`src/rtl/branch_resolve_unit.sv`:
```
`default_nettype none
// ============================================================================
//  Module   : branch_resolve_unit
//  Purpose  : Flag register plus a single-branch resolver that issues a PC
//             redirect and a multi-cycle flush on taken branches.
//             Optional feature macro: FLAG_BYPASS_EN (flag write forwarding
//             into the resolve cycle).
//  Revision : 1.0  initial release
// ============================================================================
module branch_resolve_unit #(
    parameter int PC_WIDTH     = 16,
    parameter int COND_BITS    = 3,
    parameter int FLUSH_CYCLES = 2
) (
    input  logic                 clk,
    input  logic                 rst_n,
    input  logic                 flag_we,
    input  logic                 flag_zero,
    input  logic                 flag_less,
    input  logic                 flag_greater,
    input  logic                 br_valid,
    output logic                 br_ready,
    input  logic [COND_BITS-1:0] br_cond,
    input  logic [PC_WIDTH-1:0]  br_target,
    input  logic                 br_cmp_eq,
    output logic                 redirect_valid,
    output logic [PC_WIDTH-1:0]  redirect_pc,
    output logic                 resolved,
    output logic                 taken,
    output logic                 flush,
    output logic [2:0]           flags_q
);

    typedef enum logic [1:0] {
        S_IDLE    = 2'd0,
        S_RESOLVE = 2'd1,
        S_FLUSH   = 2'd2
    } state_t;

    // Remaining FLUSH-state cycles after the redirect cycle (which always flushes).
    localparam logic [3:0] FLUSH_LOAD = (FLUSH_CYCLES <= 1) ? 4'd0 : 4'(FLUSH_CYCLES - 1);

    state_t                state_q, state_d;
    logic [COND_BITS-1:0]  cond_q, cond_d;
    logic [PC_WIDTH-1:0]   target_q, target_d;
    logic                  cmp_eq_q, cmp_eq_d;
    logic [3:0]            cnt_q, cnt_d;
    logic [PC_WIDTH-1:0]   last_pc_q, last_pc_d;
    logic [2:0]            flags_d;
    logic [2:0]            eval_flags;
    logic                  cond_true;

    always_comb begin
        eval_flags = flags_q;
`ifdef FLAG_BYPASS_EN
        if (flag_we) begin
            eval_flags = {flag_zero, flag_less, flag_greater};
        end
`endif
    end

    always_comb begin
        cond_true = 1'b0;
        case (cond_q)
            COND_BITS'(0): cond_true = 1'b1;
            COND_BITS'(1): cond_true = eval_flags[2];
            COND_BITS'(2): cond_true = ~eval_flags[2];
            COND_BITS'(3): cond_true = eval_flags[1];
            COND_BITS'(4): cond_true = eval_flags[0];
            COND_BITS'(5): cond_true = eval_flags[2] | eval_flags[1];
            COND_BITS'(6): cond_true = eval_flags[2] | eval_flags[0];
            COND_BITS'(7): cond_true = cmp_eq_q;
            default:       cond_true = 1'b0;
        endcase
    end

    always_comb begin
        state_d        = state_q;
        cond_d         = cond_q;
        target_d       = target_q;
        cmp_eq_d       = cmp_eq_q;
        cnt_d          = cnt_q;
        last_pc_d      = last_pc_q;
        flags_d        = flag_we ? {flag_zero, flag_less, flag_greater} : flags_q;
        br_ready       = 1'b0;
        resolved       = 1'b0;
        taken          = 1'b0;
        redirect_valid = 1'b0;
        redirect_pc    = last_pc_q;
        flush          = 1'b0;

        case (state_q)
            S_IDLE: begin
                br_ready = 1'b1;
                if (br_valid) begin
                    cond_d   = br_cond;
                    target_d = br_target;
                    cmp_eq_d = br_cmp_eq;
                    state_d  = S_RESOLVE;
                end
            end
            S_RESOLVE: begin
                resolved = 1'b1;
                taken    = cond_true;
                state_d  = S_IDLE;
                if (cond_true) begin
                    redirect_valid = 1'b1;
                    redirect_pc    = target_q;
                    last_pc_d      = target_q;
                    flush          = 1'b1;
                    if (FLUSH_LOAD != 4'd0) begin
                        cnt_d   = FLUSH_LOAD;
                        state_d = S_FLUSH;
                    end
                end
            end
            S_FLUSH: begin
                flush = 1'b1;
                if (cnt_q <= 4'd1) begin
                    cnt_d   = 4'd0;
                    state_d = S_IDLE;
                end else begin
                    cnt_d = cnt_q - 4'd1;
                end
            end
            default: state_d = S_IDLE;
        endcase
    end

    always_ff @(posedge clk or negedge rst_n) begin
        if (!rst_n) begin
            state_q   <= S_IDLE;
            cond_q    <= '0;
            target_q  <= '0;
            cmp_eq_q  <= 1'b0;
            cnt_q     <= 4'd0;
            last_pc_q <= '0;
            flags_q   <= 3'b000;
        end else begin
            state_q   <= state_d;
            cond_q    <= cond_d;
            target_q  <= target_d;
            cmp_eq_q  <= cmp_eq_d;
            cnt_q     <= cnt_d;
            last_pc_q <= last_pc_d;
            flags_q   <= flags_d;
        end
    end

endmodule
`default_nettype wire
```
`config.mk`:
```
export PLATFORM = sky130hd
export DESIGN_NAME = branch_resolve_unit
export DESIGN_NICKNAME = d
export VERILOG_FILES = /design/src/rtl/branch_resolve_unit.sv
export SDC_FILE = /design/constraint.sdc
export NUM_CORES = 1
export LEC_CHECK = 0
export CORE_MARGIN = 3
export CORE_UTILIZATION = 52
export DETAILED_ROUTE_END_ITERATION = 8
export PLACE_DENSITY = 0.84
export SLEW_MARGIN = 20
export SYNTH_ARGS = -nofsm -noshare
export SYNTH_HDL_FRONTEND = slang
export SYNTH_SLANG_ARGS = --single-unit
```
`constraint.sdc`:
```
create_clock -name clk -period 3.9 [get_ports clk]
set_clock_uncertainty 0.1 [all_clocks]
set_input_delay 1.17 -clock clk [delete_from_list [all_inputs] [get_ports clk]]
set_output_delay 1.17 -clock clk [all_outputs]
set_load 0.005 [all_outputs]
```
# After elaboration in Yosys (flattened, before gate mapping)
# Index checks and enable logic that the tools add are counted.
# classes
n_mux	16
n_reduce_logical	6
add_sub_neg	1
n_eq_ne	12
bitwise_logic	3
n_lt_le_gt_ge	1
# op_table
operator	n
$mux W16	2
$eq A3 B3 Y1 const B	4
$mux W4	2
$pmux W1 S8	1
$pmux W4 S2	1
$eq A3 B2 Y1 const B	2
$mux W2	3
$ne A2 B2 Y1 const B	3
$pmux W2 S3	1
$reduce_and A2 Y1	3
$mux W1	5
$le A4 B1 Y1 const B	1
$sub A4 B1 Y4 const B	1
$eq A3 B1 Y1 const B	1
$logic_not A3 Y1	1
$eq A2 B1 Y1 const B	1
$eq A2 B2 Y1 const B	1
$logic_not A2 Y1	1
$or A1 B1 Y1	2
$pmux W1 S2	1
$reduce_bool A2 Y1	1
$not A1 Y1	1
# word_totals
inputBits	27
out_inout_bits	24
ff_bits	45

# Depth between registers and ports, before layout
# depth
word_depth	4
mapped_depth	7
mapped_depth_nobuf	7

# Least setup slack after synthesis
# No wires, ideal clock.
# synth_timing
kind	reg2out
start	reg cond_q[1]
end	out redirect_pc[10]
path_stages_with_launch	6
n_path_buf	1
slack_ps	1013
required_time_ps	2630
t_arrival_ps	1617
cell_sequence	dfrtp_1 -> xor2_1 -> a2111oi_2 -> a211oi_4 -> buf_6 -> mux2_4
# synth_via
elab_chain_cells	4
elab_cells_between_ends	11
classes_between	7 x eq/ne; 3 x mux; 1 x reduce/logical
# synth_rtl
element	line	text
start: declaration	44	logic [COND_BITS-1:0] cond_q, cond_d;
start signal: assignment	141	cond_q <= cond_d;
$eq A3 B3 Y1, or another cell as far along	64	case (cond_q)
$pmux W1 S8 *	64	
$mux W16 *	106	if (cond_true) begin
$mux W16 *	-	
end: declaration	27	output logic [PC_WIDTH-1:0] redirect_pc,
# Every way passes the cells marked *; elsewhere a longest branch is shown, timed or not.

# Worst setup path after layout
# layout_timing
start	reg cond_q[1]
end	out redirect_pc[4]
# The elaborated chain is that of the path after synthesis.

==> flow_metrics.py <==
metrics = {
    "timing": {
        "period_needed_ns": 3.77,
        "tightest_slew_ns": 0.958,
        "hold_violations": 0,
        "min_period_over_period": 0.967,
        "max-slew-margin-rel": 0.361,
        "layout_setup_ws_ns": 0.130,
        "setup_tns_ns": 0,
        "setup_violations": 0,
        "grt_setup_unrepaired": "false",
        "final_max_slew_viol_count": 0,
        "clock.fmax_mhz": 265,
    },
    "clock_tree": {
        "cts_tree": "built",
        "cts.path.max_buffers": 2,
        "cts.sinks": 45,
        "cts_setup_buffers": 0,
        "cts_buffers": 5,
        "insertion_delay_ns": 0.30,
        "cts-root-buf": "clkbuf_8",
        "clk_pin_slew_ns": 0.08,
        "htree_levels": 2,
    },
    "hold_path": {
        "hold_path.startpoint": "last_pc_q[13]$_DFF_PN0_",
        "whs_endpoint": "last_pc_q[13]$_DFF_PN0_",
        "holdCritPathClass": "flip-flop to flip-flop",
        "min_path_cells": 1,
    },
    "logic_synthesis": {
        "syn_area_mm2": 0.00200,
        "synth_fa_ha_area_frac": 0.0313,
        "synthXorXnorAreaFrac": 0.00876,
        "synth_compound_gate_area_share": 0.0645,
        "seq_area_frac_synth": 0.563,
        "synth_mux_area_frac": 0.257,
        "netlist_instances": 138,
        "yosysWarningCount": 0,
        "synth.ff_latch_count": 45,
        "syn_nets": 170,
        "synth_top_area_share": 0.563,
        "synth_top_cell_by_area": "dfrtp_1",
        "yosys.area_share.simple": 0.0401,
        "synth_top_family_by_area": "multiplexers",
        "synth_cell_type_count": 29,
        "synthTopCellsByArea": "dfrtp_1 56%, mux2_2 15%, mux2_4 11%",
        "synth.avg_cell_area_um2": 14.5,
    },
    "power_and_ir_drop": {
        "power_frac_clock": 0.135,
        "swShare": 0.312,
        "seqPwrFrac": 0.354,
        "intPower_mw": 1.55,
        "p_leak_nw": 1.16,
        "max-vdd-ir-drop_mv": 0.443,
        "power_frac_comb": 0.510,
        "cellPowerDensity_mw_per_mm2": 851,
        "p_switching_mw": 0.705,
    },
    "floorplanning": {
        "initial_core_util": 0.568,
        "core_mm2": 0.00352,
        "die_y_um": 68.0,
        "dieWidth_um": 68.0,
        "die-area_mm2": 0.00463,
        "placementRows": 21,
        "boundaryPins": 51,
    },
    "critical_path": {
        "crit_chain": "xor2_1, a2111oi_4, a211oi_4, buf_8, mux2_2, clkdlybuf4s50_1",
        "start_kind": "flip-flop",
        "r2r-end": "state_q[1]$_DFFE_PN0P_",
        "worstSetupPathType": "flip-flop to output port",
        "crit_arrival_ns": 2.50,
        "cpMaxStageDelayCell": "clkdlybuf4s50_1",
        "rr_worst_depth": 6,
        "r2r_slack_ns": 1.67,
        "worst_setup_path_end_kind": "output port",
        "required_ns": 2.63,
        "timing.rr.start": "cnt_q[1]$_DFFE_PN0P_",
        "max_stage_delay_ns": 0.46,
        "path_max_fanout": 25,
    },
    "placed_design": {
        "dp_slack_ns": 0.398,
        "hpwl_mm": 2.81,
        "globalplace.congestion": 0.771,
        "port_buffers": 50,
        "postPlaceCellArea_mm2": 0.00253,
    },
    "routing": {
        "drt_iter0_markers": 58,
        "drc": 0,
        "wl_per_cell_um": 16.4,
        "vias": 1264,
        "vias_per_cell": 5.29,
        "firstDrtPassIters": 4,
        "ant_nets": 0,
        "wl_mm": 3.92,
    },
    "grt": {
        "grt_pass1_wl_mm": 6.30,
        "antenna_found_initial": 0,
        "grt.overflow.total": 0,
        "grt_pass1_vias": 1335,
        "track_usage": 0.194,
        "grt_max_degree": 46,
    },
    "final_layout": {
        "stdcell_area_mm2": 0.00265,
        "layout-drive-gt1-share": 0.285,
        "fillCellCount": 232,
        "finalNetCount": 224,
        "postLayoutCoreUtil": 0.752,
        "diodes": 0,
        "syn_to_final_growth_pct": 32.5,
    },
    "job": {
        "maxCapViolations": 0,
    },
    "run_status": {
        "status": "completed",
    },
}
==> layer usage <==
metal | wire (µm) | up-vias | track usage
met3 | 200 | 5 | 0.0525
li1 | - | 591 | -
met1 | 1510 | 637 | 0.233
met4 | 64 | 0 | 0.0968
met2 | 2140 | 31 | 0.320
met5 | 0 | - | 0
==> cells in the final DEF (no fill, tap or decap), drive strengths merged, types with 2 or more instances in the layout <==
cell and n:
a21oi 3, buf 3, clkbuf 6, clkdlybuf4s50 49
dfrtp 45, ha 5, inv 10, mux2 40
nand2 3, nand2b 2, nor2 5, o21ai 6
==> cells in the mapped netlist <==
master,instances
dfrtp_1,45
mux2_2,26
mux2_4,14
inv_1,9
o21ai_0,6
ha_1,5
nor2_1,5
a21oi_1,3
nand2_1,3
buf_6,2
clkbuf_1,2
a2111oi_2,1
a211oi_4,1
a221o_1,1
a22oi_1,1
and2b_1,1
and3_1,1
buf_4,1
mux2i_1,1
nand2b_1,1
nand2b_4,1
nand3_1,1
nor2b_1,1
nor3_1,1
o21a_1,1
o31ai_1,1
o32ai_2,1
xnor2_1,1
xor2_1,1
==> sequential cells by signal, indices dropped and copies added, names as in the netlist <==
register   cells
cmp_eq_q       1
last_pc_q     16
cond_q         3
state_q        2
target_q      16
cnt_q          4
flags_q        3
==> stage by stage <==
| step | power, mW | hold slack [ns] | std cells |
|---|---|---|---|
| 6_report | 2.26 | 0.397 | 239 |
| 5_1_grt | 2.41 | 0.419 | 239 |
| 4_1_cts | 2.26 | 0.402 | 239 |
| 3_5_place_dp | 1.94 | 0.378 | 231 |
| 3_3_place_gp | 1.89 | 0.377 | 231 |
| 2_1_floorplan | 1.47 | 0.372 | 138 |
==> power groups by stage <==
stage / registers [mW] / clock network, mW / logic [mW]
floorplan: 0.771 / 0 / 0.699
global placement: 0.793 / 0 / 1.09
detailed placement: 0.807 / 0 / 1.13
CTS: 0.800 / 0.312 / 1.14
global route: 0.825 / 0.333 / 1.25
finish: 0.799 / 0.305 / 1.15
==> cells by family after synthesis <==
| logic type | count (synthesis) |
|---|---|
| flip-flops | 45 |
| buffers and inverters | 14 |
| multiplexers | 41 |
| adder cells (fa/ha/maj) | 5 |
| AO/OA/AOI/OAI | 16 |
| AND/OR/NAND/NOR | 15 |
| XOR/XNOR | 2 |
==> repair_timing <==
item	in CTS	in global routing
hold buffers	0	0
setup endpoints to repair	0	15
endpoints found under the hold margin	0	0
gates resized for setup	0	3
==> final cells by class <==
class / instances / area, µm² / area share
clock buffers: 6 / 82.6 / 0.0312
clock inverters: 2 / 16.3 / 0.00614
inverters: 9 / 33.8 / 0.0128
multi-input cells: 79 / 815 / 0.308
flip-flops and latches: 45 / 1130 / 0.425
well taps: 46 / 57.6 / 0.0217
repair buffers: 52 / 518 / 0.196
==> critical path, delay by kind of cell, from the launching register on <==
kind            cells  cell delay, ns
xor+xnor            1            0.26
flops               1            0.42
buf+inv             2            0.73
mux                 1            0.37
compound gates      2            0.40
==> how the worst max path moves through the flow <==
stage	start	depth (start not counted)	slack, ns	to
after detailed placement	cond_q[1]$_DFFE_PN0P_	6	0.40	redirect_pc[2]
after global routing	cond_q[1]$_DFFE_PN0P_	6	0.01	redirect_pc[4]
after floorplan	cond_q[1]$_DFFE_PN0P_	5	1.01	redirect_pc[10]
after global placement	cond_q[1]$_DFFE_PN0P_	6	0.45	redirect_pc[5]
after CTS	cond_q[1]$_DFFE_PN0P_	6	0.05	redirect_pc[2]
final	cond_q[1]$_DFFE_PN0P_	6	0.13	redirect_pc[4]
No activity file was read; power rests on OpenSTA's default activity.
